`src/rtl/tmds_soft_serializer_if.sv`:
```
// Parallel word handshake into tmds_soft_serializer: valid/ready plus lane-packed data.
// Lane c occupies in_data[c*DATA_WIDTH +: DATA_WIDTH].
interface tmds_soft_serializer_if #(
  parameter int unsigned DATA_WIDTH = 10,
  parameter int unsigned CHANNELS   = 3
);
  logic                           in_valid;
  logic                           in_ready;
  logic [CHANNELS*DATA_WIDTH-1:0] in_data;

  modport master (output in_valid, output in_data, input in_ready);
  modport slave  (input in_valid, input in_data, output in_ready);
endinterface

```
`src/rtl/tmds_soft_serializer.sv`:
```
// Fabric-only N:1 serializer on the bit clock with one-entry holding register and idle-word insertion.
// Optional training-word mode is enabled by defining SER_TRAIN_EN (adds the train_i port).
module tmds_soft_serializer #(
  parameter int unsigned            DATA_WIDTH = 10,
  parameter int unsigned            CHANNELS   = 3,
  parameter bit                     MSB_FIRST  = 1'b0,
  parameter logic [DATA_WIDTH-1:0]  IDLE_WORD  = 10'b1101010100,
  parameter logic [DATA_WIDTH-1:0]  TRAIN_WORD = 10'b0000011111
) (
  input  logic                clk_serial_i,
  input  logic                rst_i,
  tmds_soft_serializer_if.slave in_if,
`ifdef SER_TRAIN_EN
  input  logic                train_i,
`endif
  output logic [CHANNELS-1:0] ser_out_o,
  output logic                word_start_o,
  output logic                underflow_o
);

  localparam int unsigned    CW       = $clog2(DATA_WIDTH);
  localparam logic [CW-1:0]  CNT_LAST = CW'(DATA_WIDTH - 1);

  logic [CW-1:0]                        cnt_q, cnt_d;
  logic [CHANNELS-1:0][DATA_WIDTH-1:0]  shreg_q, shreg_d;
  logic [CHANNELS-1:0][DATA_WIDTH-1:0]  hold_q, hold_d;
  logic                                 hold_full_q, hold_full_d;
  logic                                 underflow_q, underflow_d;
  logic                                 load_edge;
  logic                                 train_w;
  logic                                 accept;

`ifdef SER_TRAIN_EN
  assign train_w = train_i;
`else
  assign train_w = 1'b0;
`endif

  assign load_edge = (cnt_q == CNT_LAST);

  // While training, the held word is not drained, so ready only reflects an empty hold.
  assign in_if.in_ready = !rst_i && (!hold_full_q || (load_edge && !train_w));
  assign accept         = in_if.in_valid && in_if.in_ready;

  always_comb begin
    cnt_d       = load_edge ? '0 : cnt_q + CW'(1);
    shreg_d     = shreg_q;
    hold_d      = hold_q;
    hold_full_d = hold_full_q;
    underflow_d = 1'b0;

    if (load_edge) begin
      if (train_w) begin
        for (int c = 0; c < int'(CHANNELS); c++) shreg_d[c] = TRAIN_WORD;
      end else if (hold_full_q) begin
        shreg_d     = hold_q;
        hold_full_d = 1'b0;
      end else begin
        for (int c = 0; c < int'(CHANNELS); c++) shreg_d[c] = IDLE_WORD;
        underflow_d = 1'b1;
      end
    end else begin
      for (int c = 0; c < int'(CHANNELS); c++) begin
        if (MSB_FIRST) shreg_d[c] = {shreg_q[c][DATA_WIDTH-2:0], 1'b0};
        else           shreg_d[c] = {1'b0, shreg_q[c][DATA_WIDTH-1:1]};
      end
    end

    // Accept after drain so a simultaneous drain+accept keeps hold_full set.
    if (accept) begin
      hold_d      = in_if.in_data;
      hold_full_d = 1'b1;
    end
  end

  always_ff @(posedge clk_serial_i) begin
    if (rst_i) begin
      cnt_q       <= '0;
      shreg_q     <= {CHANNELS{IDLE_WORD}};
      hold_q      <= '0;
      hold_full_q <= 1'b0;
      underflow_q <= 1'b0;
    end else begin
      cnt_q       <= cnt_d;
      shreg_q     <= shreg_d;
      hold_q      <= hold_d;
      hold_full_q <= hold_full_d;
      underflow_q <= underflow_d;
    end
  end

  always_comb begin
    ser_out_o = '0;
    for (int c = 0; c < int'(CHANNELS); c++) begin
      ser_out_o[c] = MSB_FIRST ? shreg_q[c][DATA_WIDTH-1] : shreg_q[c][0];
    end
  end

  assign word_start_o = (cnt_q == '0);
  assign underflow_o  = underflow_q;

endmodule
```
`src/flat_wrapper.sv`:
```
// flat-port wrapper written by rule: the top's interface ports become plain ports
module tmds_soft_serializer_flat 
#(
  parameter int unsigned            DATA_WIDTH = 10,
  parameter int unsigned            CHANNELS   = 3,
  parameter bit                     MSB_FIRST  = 1'b0,
  parameter logic [DATA_WIDTH-1:0]  IDLE_WORD  = 10'b1101010100,
  parameter logic [DATA_WIDTH-1:0]  TRAIN_WORD = 10'b0000011111
)
  (clk_serial_i, rst_i, ser_out_o, word_start_o, underflow_o, in_if_in_valid, in_if_in_data, in_if_in_ready);
  tmds_soft_serializer_if #(.DATA_WIDTH(DATA_WIDTH), .CHANNELS(CHANNELS)) in_if_i ();
  input  logic clk_serial_i;
  input  logic rst_i;
  output logic [CHANNELS-1:0] ser_out_o;
  output logic word_start_o;
  output logic underflow_o;
  input wire logic [$bits(in_if_i.in_valid)-1:0] in_if_in_valid;
  input wire logic [$bits(in_if_i.in_data)-1:0] in_if_in_data;
  output wire logic [$bits(in_if_i.in_ready)-1:0] in_if_in_ready;
  assign in_if_i.in_valid = in_if_in_valid;
  assign in_if_i.in_data = in_if_in_data;
  assign in_if_in_ready = in_if_i.in_ready;
  tmds_soft_serializer #(.DATA_WIDTH(DATA_WIDTH), .CHANNELS(CHANNELS), .MSB_FIRST(MSB_FIRST), .IDLE_WORD(IDLE_WORD), .TRAIN_WORD(TRAIN_WORD)) u_core (.clk_serial_i(clk_serial_i), .rst_i(rst_i), .in_if(in_if_i), .ser_out_o(ser_out_o), .word_start_o(word_start_o), .underflow_o(underflow_o));
endmodule
```
`config.mk`:
```
export PLATFORM = sky130hd
export DESIGN_NAME = tmds_soft_serializer_flat
export DESIGN_NICKNAME = d
export VERILOG_FILES = /design/src/rtl/tmds_soft_serializer_if.sv /design/src/rtl/tmds_soft_serializer.sv /design/src/flat_wrapper.sv
export SDC_FILE = /design/constraint.sdc
export NUM_CORES = 1
export LEC_CHECK = 0
export ABC_CLOCK_PERIOD_IN_PS = 2700
export CAP_MARGIN = 25
export CORE_UTILIZATION = 30
export DETAILED_ROUTE_END_ITERATION = 12
export GPL_ROUTABILITY_DRIVEN = 0
export PLACE_DENSITY_LB_ADDON = 0.1
export SYNTH_ARGS = -nofsm -noshare
export SYNTH_HDL_FRONTEND = slang
export SYNTH_SLANG_ARGS = --single-unit
```
`constraint.sdc`:
```
create_clock -name clk_serial_i -period 2.7 [get_ports clk_serial_i]
set_input_delay 0.54 -clock clk_serial_i [delete_from_list [all_inputs] [get_ports clk_serial_i]]
set_output_delay 0.54 -clock clk_serial_i [all_outputs]
set_load 0.02 [all_outputs]
```
==> impl_metrics.json, run 1 <==
{
  "routedWlPerCell_um": 12.8,
  "grt_pass1_vias": 1641,
  "postCtsHoldBufs": 0,
  "drt_iter0_markers": 20,
  "reg2reg_slack_ns": 0.98,
  "wl_um": 4850,
  "die-area_mm2": 0.00890,
  "worstHoldStart": "u_core.shreg_q[14]",
  "p_seq_frac": 0.514,
  "die_w_um": 94.4,
  "cap_violations": 0,
  "num_vias": 1673,
  "skew_ns": 0.00384,
  "layout-drive-gt1-share": 0.0989,
  "maxSlewHeadroom": 0.784,
  "slew_viol_final": 0,
  "antenna_found_initial": 0,
  "grt.overflow.total": 0,
  "areaGrowthSynthToFinish_pct": 25.9,
  "post-route-util": 0.392,
  "worst_pin_slew_ns": 0.322,
  "min_to": "u_core.shreg_q[13]",
  "yosysWarnings": 0,
  "rows": 33,
  "cp_slowest_cell": "clkdlybuf4s50_1",
  "cp.required_ns": 2.16,
  "use_met2": 0.188,
  "grt_max_degree": 33,
  "cts_setup_buffers": 0,
  "cts.clk_slew.worst_paths_ns": 0.07,
  "timing.hold.ws_ns": 0.449,
  "cts_max_path_buffers": 2,
  "cp_cell_sequence": "ha_1, nand3b_4, a21oi_1, clkdlybuf4s50_1",
  "netlist.area_leader.share": 0.516,
  "dr.pass1.iters": 4,
  "min_period_over_period": 0.898,
  "hold_path.class": "reg2reg",
  "cts_buffers": 9,
  "synth_area_leader_cell": "dfxtp_1",
  "clkPwrFrac": 0.383,
  "layout_commonest_cell": "dfxtp_1",
  "hold_violations": 0,
  "syn_nets": 268,
  "core_mm2": 0.00822,
  "fin_setup_tns_ns": 0,
  "rsz0062_at_grt": "no",
  "clock_latency_ns": 0.33,
  "total_power_mw": 2.08,
  "multi_input_area_mm2": 0.00114,
  "grt.total_usage": 0.123,
  "synthTopCellsByArea": "dfxtp_1 52%, nand2b_1 15%, mux2i_1 12%",
  "run_status": "finished, final reports clean",
  "setup_viol": 0,
  "fp.dieH_um": 94.4,
  "crit_arrival_ns": 1.88,
  "io_pins": 39,
  "use_met3": 0.0330,
  "syn_inst": 232,
  "power.net_switching_uw": 465,
  "min_path_cells": 1,
  "cts_resized": 0,
  "fin_crit_ns": 2.42,
  "rr_worst_depth": 4,
  "avgSynthCellArea_um2": 11.0,
  "htree_levels": 3,
  "p_int_mw": 1.61,
  "viasPerCell": 4.43,
  "crit_type": "reg2out",
  "fmax_mhz": 413,
  "pwr_density_cell_mw_per_mm2": 645,
  "r2r-start": "u_core.cnt_q[0]",
  "synth-seq-cells": 66,
  "grtUsageMet1": 0.156,
  "nets": 305,
  "end_kind": "primary output",
  "num_antenna_cells": 0,
  "synth_seq_area_share": 0.516,
  "cts_tree": "built",
  "ant_nets": 0,
  "p_leak_nw": 1.27,
  "nFillCells": 817,
  "final_cell_mix": "66 x dfxtp_1, 62 x nand2b_1, 37 x clkdlybuf4s50_1",
  "p_sw_frac": 0.224,
  "start_util": 0.311,
  "grt_busiest_layer": "met2",
  "placement.io_buffers": 38,
  "cp_max_fo": 5,
  "cts.sinks": 66,
  "synthDistinctLibCells": 26,
  "cts_root_buf": "clkbuf_8",
  "ir_drop_uv": 225,
  "cp_slowest_stage_delay_ns": 0.61,
  "grt_first_pass_wirelength_um": 8110,
  "regArea_mm2": 0.00132,
  "hpwlAfterDp_um": 2950,
  "start_kind": "register",
  "r2r-end": "u_core.shreg_q[4]",
  "drc": 0,
  "synthesis.area_mm2": 0.00256,
  "combPwrFrac": 0.103
}
## worst max path at each step
stage | to | slack [ns] | cells past startpoint | startpoint
floorplan | in_if_in_ready | 1.08 | 3 | u_core.cnt_q[0]
CTS | in_if_in_ready | 0.24 | 4 | u_core.cnt_q[0]
global route | in_if_in_ready | 0.19 | 4 | u_core.cnt_q[0]
global placement | in_if_in_ready | 0.64 | 4 | u_core.cnt_q[0]
finish | in_if_in_ready | 0.28 | 4 | u_core.cnt_q[0]
detailed placement | in_if_in_ready | 0.63 | 4 | u_core.cnt_q[0]
## flip-flops by register name, summed over array words and instances, names as in the netlist
name and cells:
u_core.underflow_o 1, u_core.hold_q 30, u_core.shreg_q 27, u_core.ser_out_o 3, u_core.hold_full_q 1, u_core.cnt_q 4
## area by class of cell
| cell class | count | share of cell area |
|---|---|---|
| clock buffers | 12 | 0.0450 |
| clock inverters | 3 | 0.0124 |
| inverters | 2 | 0.00233 |
| multi-input cells | 146 | 0.355 |
| flip-flops and latches | 66 | 0.410 |
| well taps | 105 | 0.0408 |
| repair buffers | 44 | 0.134 |
## per-layer routing
layer | wire length [um] | up-vias
li1 | - | 856
met1 | 2380 | 780
met2 | 2180 | 27
met3 | 170 | 10
met4 | 124 | 0
met5 | 0 | -
## Yosys cell counts
cell and instances:
xor2_1 1, ha_1 3, a21boi_1 1, inv_1 2
buf_2 6, nor2_1 10, a21oi_1 2, or4b_4 1
dfxtp_1 66, buf_4 4, nand2b_1 62, nor4b_4 1
nor3b_1 1, nand3_1 1, buf_6 1, clkbuf_1 7
and2_1 1, nor2b_1 1, o22a_1 10, mux2i_1 30
nor4_1 1, nand2_2 1, xnor2_1 1, a22o_1 15
nand3b_4 1, o22a_2 2
## worst max-delay path: cells and delay by family, from the launching register on
family	cells	cell delay, ns
AOI/OAI and AO/OA	1	0.16
adders and majority gates	1	0.25
buffers and inverters	1	0.61
DFF	1	0.40
and+or+nand+nor	1	0.12
## through the flow
stage	instance area [um2]	cells	worst slack (ns)
final	3220	378	0.277
after global routing	3220	378	0.186
after CTS	3220	378	0.245
after detailed placement	3040	363	0.626
after global placement	3040	363	0.636
after floorplan	2560	232	1.08
## logic make-up after synthesis
logic type               after synthesis  share of synthesized area
AO/OA/AOI/OAI                         30                      0.100
adder cells (fa/ha/maj)                3                     0.0147
flip-flops                            66                      0.516
XOR/XNOR                               2                    0.00685
multiplexers                          30                      0.117
AND/OR/NAND/NOR                       81                      0.203
buffers and inverters                 20                     0.0411
## power groups by stage
stage                     sequential, mW  clock, mW  combinational (mW)
after global placement              1.09          0               0.217
after detailed placement            1.09          0               0.219
after CTS                           1.07      0.822               0.220
after floorplan                     1.08          0               0.136
after global routing                1.08      0.863               0.239
final                               1.07      0.795               0.214
Note: power is estimated with default switching activity, not from simulation.
==> run 2, diff against run 1 <==
--- a/config.mk
+++ b/config.mk
@@ -5,11 +5,12 @@
 export SDC_FILE = /design/constraint.sdc
 export NUM_CORES = 1
 export LEC_CHECK = 0
-export ABC_CLOCK_PERIOD_IN_PS = 2700
+export ABC_CLOCK_PERIOD_IN_PS = 2100
 export CAP_MARGIN = 25
+export CORE_ASPECT_RATIO = 0.5
 export CORE_UTILIZATION = 30
 export DETAILED_ROUTE_END_ITERATION = 12
-export GPL_ROUTABILITY_DRIVEN = 0
+export GPL_ROUTABILITY_DRIVEN = 1
 export PLACE_DENSITY_LB_ADDON = 0.1
 export SYNTH_ARGS = -nofsm -noshare
 export SYNTH_HDL_FRONTEND = slang
==> constraint.sdc (replaced) <==
create_clock -name clk_serial_i -period 2.1 [get_ports clk_serial_i]
set_input_delay 0.42 -clock clk_serial_i [delete_from_list [all_inputs] [get_ports clk_serial_i]]
set_output_delay 0.42 -clock clk_serial_i [all_outputs]
set_load 0.02 [all_outputs]
==> run 2 against run 1 <==
Register-to-register slack worse by 0.60 ns. Core utilization grew 2.3 points. Non-clock buffer count unchanged. Count of clock-buffer cells in the layout is 2 lower. Highest routed layer unchanged. Sequential cell count is the same. Clock power up 97%.
==> impl_metrics.json, run 2 (same netlist as run 1, synthesis figures left out) <==
{
  "drc": 0,
  "cp.required_ns": 1.68,
  "drt_iter0_markers": 41,
  "reg2reg_slack_ns": 0.38,
  "regMostFlops": "u_core.hold_q",
  "cts_tree": "built",
  "hpwlAfterDp_um": 3060,
  "ir_drop_uv": 410,
  "crit_type": "reg2out",
  "hold_violations": 0,
  "cp_max_fo": 5,
  "core_mm2": 0.00814,
  "final-instance-count-excl-fill": 386,
  "fp.dieH_um": 67.3,
  "largest_reg_flops": 30,
  "slew_viol_final": 0,
  "crit_arrival_ns": 1.57,
  "num_vias": 1662,
  "crit_end": "in_if_in_ready",
  "skew_ns": 0.00430,
  "fin_area_mm2": 0.00338,
  "rr_worst_depth": 4,
  "cts.clk_slew.worst_paths_ns": 0.05,
  "routedWlPerCell_um": 12.6,
  "cts_buffers": 9,
  "htree_levels": 3,
  "rows": 23,
  "grt_first_pass_wirelength_um": 8120,
  "multi_input_area_mm2": 0.00115,
  "grt.overflow.total": 0,
  "dr.pass1.iters": 4,
  "start_kind": "register",
  "layout-drive-gt1-share": 0.113,
  "p_leak_nw": 1.34,
  "r2r-end": "u_core.shreg_q[2]",
  "antenna_found_initial": 0,
  "cap_violations": 0,
  "die_w_um": 133,
  "nFillCells": 784,
  "die-area_mm2": 0.00892,
  "postCtsHoldBufs": 0,
  "pwr_density_cell_mw_per_mm2": 954,
  "cp_slowest_cell": "dfxtp_1",
  "cts.sinks": 66,
  "fin_setup_tns_ns": 0,
  "worst_pin_slew_ns": 0.461,
  "grt.total_usage": 0.123,
  "fin_crit_ns": 1.99,
  "viasPerCell": 4.31,
  "run_status": "finished, final reports clean",
  "final_cell_mix": "66 x dfxtp_1, 62 x nand2b_1, 35 x clkdlybuf4s50_1",
  "setup_viol": 0,
  "cp_slowest_stage_delay_ns": 0.40,
  "num_antenna_cells": 0,
  "top_regs": "u_core.hold_q x30, u_core.shreg_q x27, u_core.cnt_q x4",
  "cts_root_buf": "clkbuf_16",
  "grt_max_degree": 39,
  "wl_um": 4860,
  "cts_max_path_buffers": 2,
  "cp_cell_sequence": "ha_2, nand3b_4, a21oi_1, clkdlybuf4s15_1",
  "fmax_mhz": 503,
  "postPlaceCellArea_mm2": 0.00306,
  "layout_commonest_cell": "dfxtp_1",
  "placement.io_buffers": 38,
  "io_pins": 39,
  "rsz0062_at_grt": "no",
  "start_util": 0.314,
  "hold_path.class": "in2reg",
  "gp_congestion": 0.692,
  "maxSlewHeadroom": 0.692,
  "worstSetupStartpoint": "u_core.cnt_q[0]",
  "r2r-start": "u_core.cnt_q[0]",
  "nets": 305,
  "areaGrowthSynthToFinish_pct": 32.0,
  "ant_nets": 0,
  "clock_latency_ns": 0.33,
  "end_kind": "primary output",
  "regArea_mm2": 0.00132,
  "grt_pass1_vias": 1663,
  "min_period_over_period": 0.948,
  "post-place-cells": 370
}
## run 2: changes by cell type in the layout (fill, tap and decap cells not counted), sizes merged
cell and change:
bufinv +1, clkbuf -2, clkdlybuf4s15 +1, clkdlybuf4s50 -2, clkinv +2, dlygate4sd2 +1
## run 2: power by group
group	total [mW]	leakage [nW]	internal, mW	switching, mW
registers	1.38	0.547	1.34	0.0394
logic	0.273	0.627	0.167	0.107
clock network	1.57	0.162	1.06	0.512
total	3.22	1.34	2.56	0.658
## run 2: what timing repair did
action,4_1_cts,5_1_grt
buffers inserted,0,0
setup endpoints to repair,2,1
resized for setup,2,2
gates cloned,0,0
## run 2: critical path: cells and delay by family, from the launching register on
| family | cells | cell delay, ns |
|---|---|---|
| flops | 1 | 0.40 |
| buf+inv | 1 | 0.31 |
| fa+ha+maj | 1 | 0.25 |
| compound gates | 1 | 0.16 |
| simple gates | 1 | 0.12 |
## run 2: worst min-delay path by stage
stage,startpoint,depth (start not counted),to
6_report,rst_i,2,u_core.underflow_o
5_1_grt,rst_i,2,u_core.underflow_o
4_1_cts,rst_i,2,u_core.underflow_o
3_5_place_dp,u_core.shreg_q[12],1,u_core.shreg_q[11]
3_3_place_gp,u_core.shreg_q[11],1,u_core.ser_out_o[1]
2_1_floorplan,u_core.shreg_q[21],1,u_core.ser_out_o[2]
## run 2: final cells by class
type | count | area share
Sequential cell | 66 | 0.391
Multi-Input combinational cell | 146 | 0.339
Timing Repair Buffer | 44 | 0.131
Clock buffer | 10 | 0.0707
Tap cell | 112 | 0.0415
Clock inverter | 6 | 0.0237
Inverter | 2 | 0.00222
## run 2: through the flow
| stage | setup WS [ns] | utilization | power (mW) | hold WS [ns] |
|---|---|---|---|---|
| 2_1_floorplan | 0.478 | - | 1.57 | 0.426 |
| 3_3_place_gp | 0.172 | 0.375 | 1.68 | 0.432 |
| 3_5_place_dp | 0.121 | 0.375 | 1.68 | 0.432 |
| 4_1_cts | 0.0349 | 0.414 | 3.28 | 0.373 |
| 5_1_grt | 0.00420 | 0.415 | 3.36 | 0.394 |
| 6_report | 0.110 | 0.415 | 3.22 | 0.393 |
## run 2: per-layer routing
metal | global-route usage | share of wire | vias to the layer above
li1 | - | - | 863
met1 | 0.140 | 0.50 | 767
met2 | 0.200 | 0.44 | 24
met3 | 0.0541 | 0.043 | 8
met4 | 0.0690 | 0.018 | 0
met5 | 0 | 0 | -
